==> src/rtl/wb_write_queue_pkg.sv <==
// wb_write_queue_pkg: shared register-file constants and the queue entry type
package wb_write_queue_pkg;
    localparam int REG_AW = 5;
    localparam int XLEN = 32;
    localparam logic [REG_AW-1:0] REG_X0 = '0;
    typedef struct packed {
        logic [REG_AW-1:0] rd;
        logic [XLEN-1:0] data;
    } wbq_entry_t;
endpackage

==> src/rtl/wb_write_queue_match.sv <==
// wbq_match: pending-write lookup of one source index against the queued entries (forwarding under WBQ_FORWARD_EN)
module wbq_match
    import wb_write_queue_pkg::*;
#(
    parameter int DEPTH = 4,
    parameter int PW = $clog2(DEPTH)
) (
    input  wbq_entry_t        entries [DEPTH],
    input  logic [DEPTH-1:0]  occ,
    input  logic [PW-1:0]     head,
    input  logic [REG_AW-1:0] rs,
    output logic              hit,
    output logic [XLEN-1:0]   data
);
    // any occupied entry targeting rs marks it busy; x0 is never busy
    always_comb begin
        hit = 1'b0;
        for (int i = 0; i < DEPTH; i++)
            if (occ[i] && entries[i].rd == rs && rs != REG_X0) hit = 1'b1;
    end
`ifdef WBQ_FORWARD_EN
    // walk oldest to youngest so the last match, the youngest write, wins
    always_comb begin
        data = '0;
        for (int k = 0; k < DEPTH; k++)
            if (occ[PW'(32'(head) + k)] && entries[PW'(32'(head) + k)].rd == rs && rs != REG_X0)
                data = entries[PW'(32'(head) + k)].data;
    end
`else
    logic unused_fwd;
    assign data = '0;
    // forwarding inputs are idle in this build
    always_comb begin
        unused_fwd = ^head;
        for (int i = 0; i < DEPTH; i++) unused_fwd = unused_fwd ^ (^entries[i].data);
    end
`endif
endmodule

==> src/rtl/wb_write_queue.sv <==
// wb_write_queue: two-source writeback FIFO draining one write per cycle, with rs hazard flags (forwarding under WBQ_FORWARD_EN)
module wb_write_queue
    import wb_write_queue_pkg::*;
#(
    parameter int DEPTH = 4,
    parameter int AW = REG_AW,
    parameter int DW = XLEN
) (
    input  logic                       clk,
    input  logic                       rst,
    input  logic                       p0_valid,
    output logic                       p0_ready,
    input  logic [AW-1:0]              p0_rd,
    input  logic [DW-1:0]              p0_data,
    input  logic                       p1_valid,
    output logic                       p1_ready,
    input  logic [AW-1:0]              p1_rd,
    input  logic [DW-1:0]              p1_data,
    output logic                       wb_we,
    output logic [AW-1:0]              wb_rd,
    output logic [DW-1:0]              wb_data,
    input  logic [AW-1:0]              rs1,
    input  logic [AW-1:0]              rs2,
    output logic                       rs1_busy,
    output logic                       rs2_busy,
    output logic [DW-1:0]              rs1_fwd,
    output logic [DW-1:0]              rs2_fwd,
    output logic [$clog2(DEPTH):0]     count
);
    localparam int PW = $clog2(DEPTH);
    localparam int CW = PW + 1;

    wbq_entry_t mem [DEPTH];
    logic [PW-1:0] head, tail;
    logic [CW:0] free;
    logic [DEPTH-1:0] occ;
    logic pop, p0_push, p1_push;
    logic [XLEN-1:0] m1_data, m2_data;

    // the head always drains, so its slot counts as free this cycle
    assign pop = count != '0;
    assign free = (CW+1)'(DEPTH) - {1'b0, count} + (CW+1)'(pop);
    assign p0_ready = rst && free >= (CW+1)'(1);
    assign p1_ready = rst && (free >= (CW+1)'(2) || (free >= (CW+1)'(1) && !(p0_valid && p0_rd != AW'(REG_X0))));
    assign p0_push = p0_valid && p0_ready && p0_rd != AW'(REG_X0);
    assign p1_push = p1_valid && p1_ready && p1_rd != AW'(REG_X0);
    assign wb_we = pop;
    assign wb_rd = pop ? AW'(mem[head].rd) : '0;
    assign wb_data = pop ? DW'(mem[head].data) : '0;

    // slot i is occupied when its distance from head is below the count
    always_comb begin
        occ = '0;
        for (int i = 0; i < DEPTH; i++) occ[i] = {1'b0, PW'(i) - head} < count;
    end

    // enqueue p0 before p1, drain the head every non-empty cycle
    always_ff @(posedge clk or negedge rst) begin
        if (!rst) begin
            head <= '0;
            tail <= '0;
            count <= '0;
            for (int i = 0; i < DEPTH; i++) mem[i] <= '0;
        end else begin
            if (p0_push) mem[tail] <= '{rd: REG_AW'(p0_rd), data: XLEN'(p0_data)};
            if (p1_push) mem[tail + PW'(p0_push)] <= '{rd: REG_AW'(p1_rd), data: XLEN'(p1_data)};
            head <= head + PW'(pop);
            tail <= tail + PW'(p0_push) + PW'(p1_push);
            count <= count + CW'(p0_push) + CW'(p1_push) - CW'(pop);
        end
    end

    wbq_match #(.DEPTH(DEPTH)) u_match1 (
        .entries(mem), .occ(occ), .head(head), .rs(REG_AW'(rs1)), .hit(rs1_busy), .data(m1_data)
    );
    wbq_match #(.DEPTH(DEPTH)) u_match2 (
        .entries(mem), .occ(occ), .head(head), .rs(REG_AW'(rs2)), .hit(rs2_busy), .data(m2_data)
    );

    assign rs1_fwd = DW'(m1_data);
    assign rs2_fwd = DW'(m2_data);
endmodule

==> config.mk <==
export PLATFORM = sky130hd
export DESIGN_NAME = wb_write_queue
export DESIGN_NICKNAME = d
export VERILOG_FILES = /design/src/rtl/wb_write_queue_pkg.sv /design/src/rtl/wb_write_queue_match.sv /design/src/rtl/wb_write_queue.sv
export SDC_FILE = /design/constraint.sdc
export NUM_CORES = 1
export LEC_CHECK = 0
export ABC_AREA = 1
export BUFFER_PORTS_ARGS = -buffer_cell sky130_fd_sc_hd__buf_2
export CAP_MARGIN = 20
export CORE_ASPECT_RATIO = 2
export CORE_UTILIZATION = 58
export CTS_CLUSTER_DIAMETER = 40
export DETAILED_ROUTE_END_ITERATION = 10
export PLACE_DENSITY = 0.82
export SYNTH_ARGS = -nofsm -noshare
export SYNTH_HDL_FRONTEND = slang
export SYNTH_SLANG_ARGS = --single-unit
==> constraint.sdc <==
create_clock -name clk -period 3.9 [get_ports clk]
set_clock_uncertainty 0.1 [all_clocks]
set_input_delay 0.78 -clock clk [delete_from_list [all_inputs] [get_ports clk]]
set_output_delay 0.78 -clock clk [all_outputs]
set_load 0.01 [all_outputs]
==> results of run 1 <==
## power groups by stage
stage,registers [mW],logic [mW],clock network (mW)
3_5_place_dp,2.92,5.55,0
6_report,2.91,5.69,1.80
3_3_place_gp,2.89,5.39,0
4_1_cts,2.90,5.61,1.80
2_1_floorplan,2.76,4.08,0
5_1_grt,3.01,6.37,1.86
## registers in the layout, indices dropped and copies added, names as in the netlist
name	cells
count	3
head	2
tail	2
mem	148
## worst reg2reg max path, delay by kind of cell, from the launching register on
kind / cells / cell delay (ps)
buffers and inverters: 3 / 440
DFF: 1 / 460
and+or+nand+nor: 12 / 1890
adders and majority gates: 3 / 570
## metrics by stage
stage / hold WS, ps / setup slack (ps) / utilization / std cells
detailed placement: 478 / 402 / 0.618 / 2161
global placement: 472 / 584 / 0.618 / 2161
floorplan: 384 / 217 / - / 1920
global route: 398 / 62.4 / 0.649 / 2191
CTS: 371 / 346 / 0.649 / 2191
finish: 354 / 321 / 0.649 / 2191
## logic make-up (layout without fill, tap and decap cells)
| family | Yosys count | after routing | share of synthesized area |
|---|---|---|---|
| other | 1 | 64 | 0.000315 |
| buffers and inverters | 246 | 255 | 0.112 |
| adders and majority gates | 13 | 13 | 0.0143 |
| and+or+nand+nor | 1169 | 1169 | 0.387 |
| muxes | 37 | 37 | 0.0350 |
| xor gates and xnor gates | 43 | 43 | 0.0317 |
| AOI/OAI and AO/OA | 193 | 193 | 0.0937 |
| DFF | 155 | 155 | 0.326 |
## routing by layer
metal | up-vias | wire length [microns] | global-route usage
li1 | 5804 | - | -
met1 | 5626 | 13200 | 0.429
met2 | 753 | 18000 | 0.592
met3 | 222 | 3170 | 0.0691
met4 | 4 | 2780 | 0.295
met5 | - | 32 | 0
## path summary, 6_finish.rpt
path	slack, ps	endpoint	from
hold reg to reg	500	mem[5]	mem[5]
hold / removal	350	tail[1]	rst
setup / recovery	320	mem[139]	count[2]
setup reg to reg	320	mem[139]	count[2]
min in group clk	490	mem[10]	p1_data[10]
max in group asynchronous	2170	mem[138]	rst
## Yosys cell counts (all sizes together) (2+ instances only)
master	n	share of area
a21boi	2	0.0013
a21oi	3	0.0016
a22oi	37	0.023
a31oi	37	0.019
buf	131	0.075
clkbuf	51	0.016
dfrtp	155	0.33
ha	12	0.013
inv	64	0.020
mux2	37	0.035
nand2	1070	0.34
nand3	45	0.020
nand4	10	0.0074
nor2	36	0.017
nor3	3	0.0013
o21ai	114	0.048
or2	4	0.0021
xnor2	31	0.023
xor2	12	0.0088
## final cells by class
| type | instances | area share |
|---|---|---|
| Tap cell | 262 | 0.0252 |
| Inverter | 64 | 0.0185 |
| Sequential cell | 155 | 0.299 |
| Clock inverter | 8 | 0.0108 |
| Clock buffer | 22 | 0.0373 |
| Timing Repair Buffer | 161 | 0.0739 |
| Multi-Input combinational cell | 1519 | 0.536 |
==> reports/metrics.csv, run 1 <==
metric,value,unit
element type at the critical path end,flip-flop,
I/O Pins,197,
CTS clock-pin slew for the worst setup and hold paths,70,ps
number of H-tree levels,4,
static leakage,7.25,nW
routability cong.,0.838,
row cnt,73,
P_int,5.46,mW
multi-input combinational cell area,6960,sq um
critical path launch point type,flip-flop,
WP buf/inv,3,
Post-CTS Setup Inserts,0,
nets,2019,
Synth Flop Type,dfrtp_1,
CP max FO,29,
max-cap viol count,0,
"Async S/R FF share, synth",1.00,
Ant. Diodes,0,
max-slew violations,0,
syn_area_per_cell,6.40,sq um
clock power share,0.173,
CP max stage delay,460,ps
"commonest cells after routing, fill and taps aside","nand2_1 (1066), dfrtp_1 (154), buf_2 (131), o21ai_0 (107), conb_1 (64)",
Netlist cell types,35,
Pwr Density,801,nW/um^2
largest net degree at the start of global routing,149,
sequential power share,0.280,
CP top delay family,simple AND/OR/NAND/NOR gates,
Port-buffer cells,132,
first-pass GRT wire length,60000,microns
Comb pwr share,0.547,
Cells after Synth,1857,
gr usage total,0.372,
clk sinks,155,
Core Region,20000,sq um
RSZ-0062 raised after global routing,false,
routed vias/inst,5.66,
die extent in y,204,microns
cell breakdown of the critical path,"nor3_2, ha_1, inv_1, ha_1, or2_1, nand2_1, nand2_1, nand2_1, nor2_4, ha_1, or2_1, nand2_2, inv_2, nor2_1, nand4_2, buf_12, nand2_1, nand2_1",
layout cell share with drive strength beyond 1,0.132,
antenna violations before repair,2,
area grow syn2layout,9.24,%
Pre-Repair DR Iteration Count,5,
gr ovfl total,0,
Slowest cell on crit path,dfrtp_1,
Initial Util,0.594,
Residual DRC,0,
worst rel slew slack,0.339,
"EDFF count, synth",0,
outcome,finished clean,
CTS Buffer Depth,2,
Final ANT Viol Nets,0,
sw power,4.95,mW
DR iter-0 viols,1162,
dpl cell area,12400,sq um
setup TNS,0,ps
clock root buffer,clkbuf_16,
CTS Buf Count,17,
die area,21100,sq um
clock latency on the worst-skew pair,440,ps
vias in the first global route,12000,
"most common cell after layout, fill and taps aside",nand2_1,
"Power, Total",10.4,mW
Final Instance Area,13000,sq um
CP required,4120,ps
Fillers,1800,
final clock period utilization by the worst path,0.918,
Die X-Extent,103,microns
via count,12400,
Tmin final,3580,ps
cell area after synthesis,11900,sq um
Post-CTS Hold Fix Bufs,0,
Worst-Margin Slew,988,ps
"Seq/Total Area, Yosys",0.326,
Fmax,279,MHz
CTS tree,built,
hpwl dp,22500,microns
WL/cell,17.0,microns
"Top cell by count, worst path",nand2_1,
Sequential Area,3880,sq um
peak supply drop,0.000439,V
R2R depth,18,
Fin. Hold Viols,0,
Synth warnings,0,
#FFs+latches synth,155,
WP depth,18,
Worst Hold Class,input port to asynchronous set/reset pin,
setup violators final,0,
sw frac,0.475,
Crit Path Class,flip-flop to flip-flop,
Routed Wire Length,37200,microns
CP arrival,3800,ps
Post-CTS Resized,0,
(Power assumes the default switching activity.)
==> run 2: changes to the inputs <==
--- a/config.mk
+++ b/config.mk
@@ -12,7 +12,8 @@
 export CORE_UTILIZATION = 58
 export CTS_CLUSTER_DIAMETER = 40
 export DETAILED_ROUTE_END_ITERATION = 10
-export PLACE_DENSITY = 0.82
+export PLACE_DENSITY_LB_ADDON = 0.3
 export SYNTH_ARGS = -nofsm -noshare
 export SYNTH_HDL_FRONTEND = slang
+export SYNTH_HIERARCHICAL = 1
 export SYNTH_SLANG_ARGS = --single-unit
==> run 2 against run 1 <==
Against the previous run:
- sequential cell count unchanged
- largest cell class unchanged
- sequential power up 2%
- synthesized area up 1.9%
- maximum frequency up 0.59%
- via count up 3.8%
- clock-buffer cell count up 2
- hold slack worse by 290 ps
- core utilization down 0.43 points
==> reports/metrics.csv, run 2 <==
metric,value,unit,change
"Seq/Total Area, Yosys",0.320,,was 0.326
"Async S/R FF share, synth",1.00,,unchanged
Synth Flop Type,dfrtp_1,,unchanged
clk sinks,155,,unchanged
Final ANT Viol Nets,0,,unchanged
Synth top area share,0.362,,was 0.337
clock root buffer,clkbuf_16,,unchanged
routability cong.,0.963,,was 0.838
Worst-Margin Slew,1050,ps,was 988 ps
CP arrival,3830,ps,was 3800 ps
Worst Hold Class,input port to asynchronous set/reset pin,,unchanged
Routed Wire Length,38700,microns,was 37200 microns
Biggest register,mem,,unchanged
gr ovfl total,0,,unchanged
Ant. Diodes,0,,unchanged
"Top cell by count, worst path",nand2_1,,unchanged
"top cells by count, synth","nand2_1 (1169), dfrtp_1 (155), o21ai_0 (112)",,"was nand2_1 (1068), dfrtp_1 (155), o21ai_0 (107)"
CTS Buffer Depth,2,,unchanged
worst rel slew slack,0.296,,was 0.339
static leakage,7.61,nW,was 7.25 nW
"EDFF count, synth",0,,unchanged
Core Region,20500,sq um,was 20000 sq um
first-pass GRT wire length,60800,microns,was 60000 microns
layout cell share with drive strength beyond 1,0.131,,was 0.132
CP max FO,20,,was 29
Fin. Hold Viols,0,,unchanged
Die X-Extent,104,microns,was 103 microns
peak supply drop,0.000520,V,was 0.000439 V
largest net degree at the start of global routing,150,,was 149
die area,21500,sq um,was 21100 sq um
Synth warnings,6,,was 0
R2R setup slack,340,ps,was 320 ps
Worst R2R End,mem[130],,was mem[139]
I/O Pins,197,,unchanged
WL/cell,16.7,microns,was 17.0 microns
#FFs+latches synth,155,,unchanged
routed vias/inst,5.56,,was 5.66
"Power, Total",10.4,mW,about the same
area grow syn2layout,8.94,%,was 9.24%
most frequent cell after synthesis,nand2_1,,unchanged
R2R depth,19,,was 18
biggest regs,"mem x148, count x3",,unchanged
Critical R2R Launch,count[0],,was count[2]
max-slew violations,0,,unchanged
setup violators final,0,,unchanged
gr usage total,0.363,,was 0.372
row cnt,74,,was 73
die extent in y,206,microns,was 204 microns
vias in the first global route,12100,,was 12000
cell area after synthesis,12100,sq um,was 11900 sq um
antenna violations before repair,2,,unchanged
"area leader, netlist",nand2_1,,unchanged
max-cap viol count,0,,unchanged
final clock period utilization by the worst path,0.912,,was 0.918
CP top delay family,simple AND/OR/NAND/NOR gates,,unchanged
CTS tree,built,,unchanged
syn_area_per_cell,6.15,sq um,was 6.40 sq um
Initial Util,0.592,,was 0.594
setup TNS,0,ps,unchanged
CP max stage delay,460,ps,about the same
number of H-tree levels,4,,unchanged
cell breakdown of the critical path,"nor3_2, ha_1, inv_1, ha_1, or2_1, nand2_1, nand2_1, nand2_1, nor2_4, ha_1, or2_1, nand2_1, inv_2, nor2_1, inv_1, nor2_8, buf_12, nand2_1, nand2_1",,"was nor3_2, ha_1, inv_1, ha_1, or2_1, nand2_1, nand2_1, nand2_1, nor2_4, ha_1, or2_1, nand2_2, inv_2, nor2_1, nand4_2, buf_12, nand2_1, nand2_1"
clock latency on the worst-skew pair,440,ps,about the same
element type at the critical path end,flip-flop,,unchanged
"commonest cells after routing, fill and taps aside","nand2_1 (1167), dfrtp_1 (154), buf_2 (131), o21ai_0 (112), inv_1 (94)",,"was nand2_1 (1066), dfrtp_1 (154), buf_2 (131), o21ai_0 (107), conb_1 (64)"
WP buf/inv,4,,was 3
hpwl dp,24000,microns,was 22500 microns
DR iter-0 viols,1191,,was 1162
via count,12900,,was 12400
Tmin final,3560,ps,was 3580 ps
Cells after Synth,1969,,was 1857
CTS Buf Count,17,,unchanged
"most common cell after layout, fill and taps aside",nand2_1,,unchanged
Residual DRC,0,,unchanged
RSZ-0062 raised after global routing,false,,unchanged
Netlist cell types,32,,was 35
CP required,4170,ps,was 4120 ps
Fmax,281,MHz,was 279 MHz
outcome,finished clean,,unchanged
max FFs per register,148,,unchanged
Pre-Repair DR Iteration Count,5,,unchanged
largest cells by area after synthesis,"nand2_1 (36%), dfrtp_1 (32%), o21ai_0 (4.6%), buf_4 (4.2%), mux2_2 (3.4%)",,"was nand2_1 (34%), dfrtp_1 (33%), o21ai_0 (4.5%), buf_4 (4.4%), mux2_2 (3.5%)"
Pwr Density,788,nW/um^2,was 801 nW/um^2
Port-buffer cells,132,,unchanged
CTS clock-pin slew for the worst setup and hold paths,60,ps,was 70 ps
Crit Path Class,flip-flop to flip-flop,,unchanged
Post-CTS Setup Inserts,0,,unchanged
nets,2141,,was 2019
critical path launch point type,flip-flop,,unchanged
Slowest cell on crit path,dfrtp_1,,unchanged
==> run 2: per-layer routing <==
| layer | vias up | wire length (microns) | GRT usage |
|---|---|---|---|
| met5 | - | 38 | 0 |
| met4 | 4 | 2520 | 0.288 |
| met3 | 177 | 3050 | 0.0628 |
| met2 | 726 | 19200 | 0.620 |
| met1 | 5857 | 13900 | 0.399 |
| li1 | 6121 | - | - |
==> run 2: area by class of cell <==
cell class / instances / area [sq um]
repair buffers: 162 / 946
inverters: 106 / 398
well taps: 266 / 333
clock inverters: 8 / 90.1
clock buffers: 24 / 492
flip-flops and latches: 155 / 3880
fillers: 1903 / 7260
multi-input cells: 1598 / 7060
==> run 2: how the worst max path moves through the flow <==
| stage | start | end | slack (ps) | depth (start not counted) |
|---|---|---|---|---|
| global route | count[0] | mem[130] | 90 | 19 |
| floorplan | count[0] | count[2] | 140 | 20 |
| finish | count[0] | mem[130] | 340 | 19 |
| CTS | count[0] | mem[94] | 350 | 17 |
| global placement | count[0] | mem[130] | 440 | 17 |
| detailed placement | count[0] | mem[94] | 370 | 17 |
==> run 2: kinds of logic (layout without fill, tap and decap cells) <==
family                     Yosys count  count (layout)  synth area share
xor gates and xnor gates             3               3           0.00217
buffers and inverters              278             300             0.119
DFF                                155             155             0.320
AOI/OAI and AO/OA                  194             194            0.0918
muxes                               37              37            0.0344
adders and majority gates           13              13            0.0140
other                                2              64          0.000620
and+or+nand+nor                   1287            1287             0.418
==> run 2: report_power, final <==
group	switching, mW	internal (mW)
sequential	0.679	2.28
combinational	3.70	2.05
clock	0.684	1.00
total	5.06	5.34
==> run 2: what timing repair did <==
item / 4_1_cts / 5_1_grt
hold buffers: 0 / 0
endpoints found under the setup margin: 0 / 8
resized for setup: 0 / 1
==> run 2: metrics by stage <==
stage / hold slack [ps] / std cells / util / instance area (sq um) / setup WS, ps
after detailed placement: 476 / 2287 / 0.616 / 12600 / 367
after floorplan: 384 / 2031 / - / 12300 / 136
final: 65.0 / 2319 / 0.645 / 13200 / 342
after global routing: 61.9 / 2319 / 0.645 / 13200 / 88.2
after CTS: 58.4 / 2319 / 0.645 / 13200 / 351
after global placement: 472 / 2287 / 0.616 / 12600 / 443
==> run 3: changes to the inputs <==
--- a/config.mk
+++ b/config.mk
@@ -6,12 +6,12 @@
 export NUM_CORES = 1
 export LEC_CHECK = 0
 export ABC_AREA = 1
-export BUFFER_PORTS_ARGS = -buffer_cell sky130_fd_sc_hd__buf_2
 export CAP_MARGIN = 20
 export CORE_ASPECT_RATIO = 2
-export CORE_UTILIZATION = 58
+export CORE_UTILIZATION = 66
 export CTS_CLUSTER_DIAMETER = 40
 export DETAILED_ROUTE_END_ITERATION = 10
+export DONT_BUFFER_PORTS = 1
 export PLACE_DENSITY_LB_ADDON = 0.3
 export SYNTH_ARGS = -nofsm -noshare
 export SYNTH_HDL_FRONTEND = slang
==> run 3 against run 2 <==
Against the previous run:
- the flow now finishes with violations (DRC, hold timing)
- critical path type unchanged
- sequential power hardly changed
- power is 1.9% lower
- combinational power is 5.7% lower
- via count is 5.0% lower
- critical path depth stayed put
==> reports/metrics.csv, run 3 (same netlist as run 2, synthesis figures left out) <==
metric,value,unit,change
outcome,"finished, violations left",,was finished clean
failing checks,"DRC, hold timing",,
setup violators final,0,,unchanged
Crit Path Class,flip-flop to flip-flop,,unchanged
"Power, Total",10.2,mW,was 10.4 mW
"most common cell after layout, fill and taps aside",nand2_1,,unchanged
hpwl dp,22900,microns,was 24000 microns
setup TNS,0,ps,unchanged
RSZ-0062 raised after global routing,false,,unchanged
area grow syn2layout,3.36,%,was 8.94%
CP arrival,3750,ps,was 3830 ps
Post-CTS Setup Inserts,0,,unchanged
dpl cells,2098,,was 2287
routed vias/inst,5.74,,was 5.56
Tmin final,3480,ps,was 3560 ps
Slowest cell on crit path,dfrtp_1,,unchanged
Final ANT Viol Nets,0,,unchanged
Residual DRC,24,,was 0
largest net degree at the start of global routing,165,,was 150
Core Region,17900,sq um,was 20500 sq um
CP max FO,26,,was 20
peak supply drop,0.000525,V,was 0.000520 V
max-slew violations,0,,unchanged
static leakage,7.05,nW,was 7.61 nW
Critical R2R Launch,count[1],,was count[0]
CTS Buffer Depth,2,,unchanged
Non-Filler Instances,2131,,was 2319
max FFs per register,148,,unchanged
worst rel slew slack,0.365,,was 0.296
CP top delay family,simple AND/OR/NAND/NOR gates,,unchanged
Fin. Hold Viols,155,,was 0
routability cong.,0.972,,was 0.963
CTS Buf Count,17,,unchanged
setup ws final,422,ps,was 342 ps
vias in the first global route,12100,,about the same
number of H-tree levels,4,,unchanged
Pre-Repair DR Iteration Count,9,,was 5
Routed Wire Length,37800,microns,was 38700 microns
biggest regs,"mem x148, count x3",,unchanged
Die X-Extent,97.8,microns,was 104 microns
clk sinks,155,,unchanged
"commonest cells after routing, fill and taps aside","nand2_1 (1167), dfrtp_1 (154), o21ai_0 (112), inv_1 (94), conb_1 (64)",,"was nand2_1 (1167), dfrtp_1 (154), buf_2 (131), o21ai_0 (112), inv_1 (94)"
WP depth,19,,unchanged
DR iter-0 viols,1216,,was 1191
Worst-Margin Slew,949,ps,was 1050 ps
Fillers,1567,,was 1903
via count,12200,,was 12900
R2R depth,19,,unchanged
Worst R2R End,mem[131],,was mem[130]
R2R setup slack,420,ps,was 340 ps
max-cap viol count,0,,unchanged
critical path launch point type,flip-flop,,unchanged
"Top cell by count, worst path",nand2_1,,unchanged
Pwr Density,815,nW/um^2,was 788 nW/um^2
Biggest register,mem,,unchanged
CTS tree,built,,unchanged
Port-buffer cells,0,,was 132
Setup WS pre-CTS,547,ps,was 367 ps
clock root buffer,clkbuf_16,,unchanged
clock latency on the worst-skew pair,440,ps,about the same
Ant. Diodes,0,,unchanged
layout cell share with drive strength beyond 1,0.0714,,was 0.131
row cnt,69,,was 74
WL/cell,17.8,microns,was 16.7 microns
Fmax,288,MHz,was 281 MHz
Initial Util,0.678,,was 0.592
final clock period utilization by the worst path,0.892,,was 0.912
first-pass GRT wire length,60900,microns,was 60800 microns
antenna violations before repair,0,,was 2
Post-CTS Resized,0,,unchanged
crit path launch,count[1],,was count[0]
CP required,4180,ps,was 4170 ps
gr usage total,0.408,,was 0.363
Worst Hold Class,input port to asynchronous set/reset pin,,unchanged
hold_ws,-66.5,ps,was 65.0 ps
cell breakdown of the critical path,"nor3_2, ha_1, inv_1, ha_1, or2_1, nand2_1, nand2_1, nand2_1, nor2_4, ha_1, or2_1, nand2_1, inv_2, nor2_1, inv_1, nor2_8, buf_12, nand2_1, nand2_1",,unchanged
element type at the critical path end,flip-flop,,unchanged
die area,18900,sq um,was 21500 sq um
I/O Pins,197,,unchanged
die extent in y,194,microns,was 206 microns
WP buf/inv,4,,unchanged
gr ovfl total,0,,unchanged
CTS clock-pin slew for the worst setup and hold paths,70,ps,was 60 ps
nets,2006,,was 2141
CP max stage delay,440,ps,was 460 ps
-- run 3: area by class of cell --
class                           instances  area (sq um)  area share
Tap cell                              213           267      0.0213
Multi-Input combinational cell       1598          7060       0.564
Clock buffer                           17           425      0.0340
Inverter                              106           398      0.0318
Clock inverter                         15           214      0.0171
Sequential cell                       155          3880       0.310
Timing Repair Buffer                   27           278      0.0222
-- run 3: worst max-delay path by stage --
stage / to / slack (ps)
2_1_floorplan: count[2] / 140
3_3_place_gp: mem[63] / 620
3_5_place_dp: mem[58] / 550
4_1_cts: mem[131] / 460
5_1_grt: mem[52] / 180
6_report: mem[131] / 420
-- run 3: through the flow --
step           utilization  cell area [sq um]
3_5_place_dp         0.664              11900
5_1_grt              0.701              12500
4_1_cts              0.700              12500
2_1_floorplan            -              12300
3_3_place_gp         0.664              11900
6_report             0.701              12500
-- run 3: power by group --
part	total [mW]	internal, mW	leakage, nW	switching (mW)
clock network	1.83	1.08	0.299	0.747
logic	5.42	1.83	4.77	3.59
registers	2.94	2.28	1.98	0.663
-- run 3: metal layers --
metal / part of all wire / up-vias / track usage
li1: - / 5856 / -
met1: 0.33 / 5507 / 0.436
met2: 0.50 / 708 / 0.709
met3: 0.10 / 166 / 0.0921
met4: 0.066 / 0 / 0.276
met5: 0 / - / 0
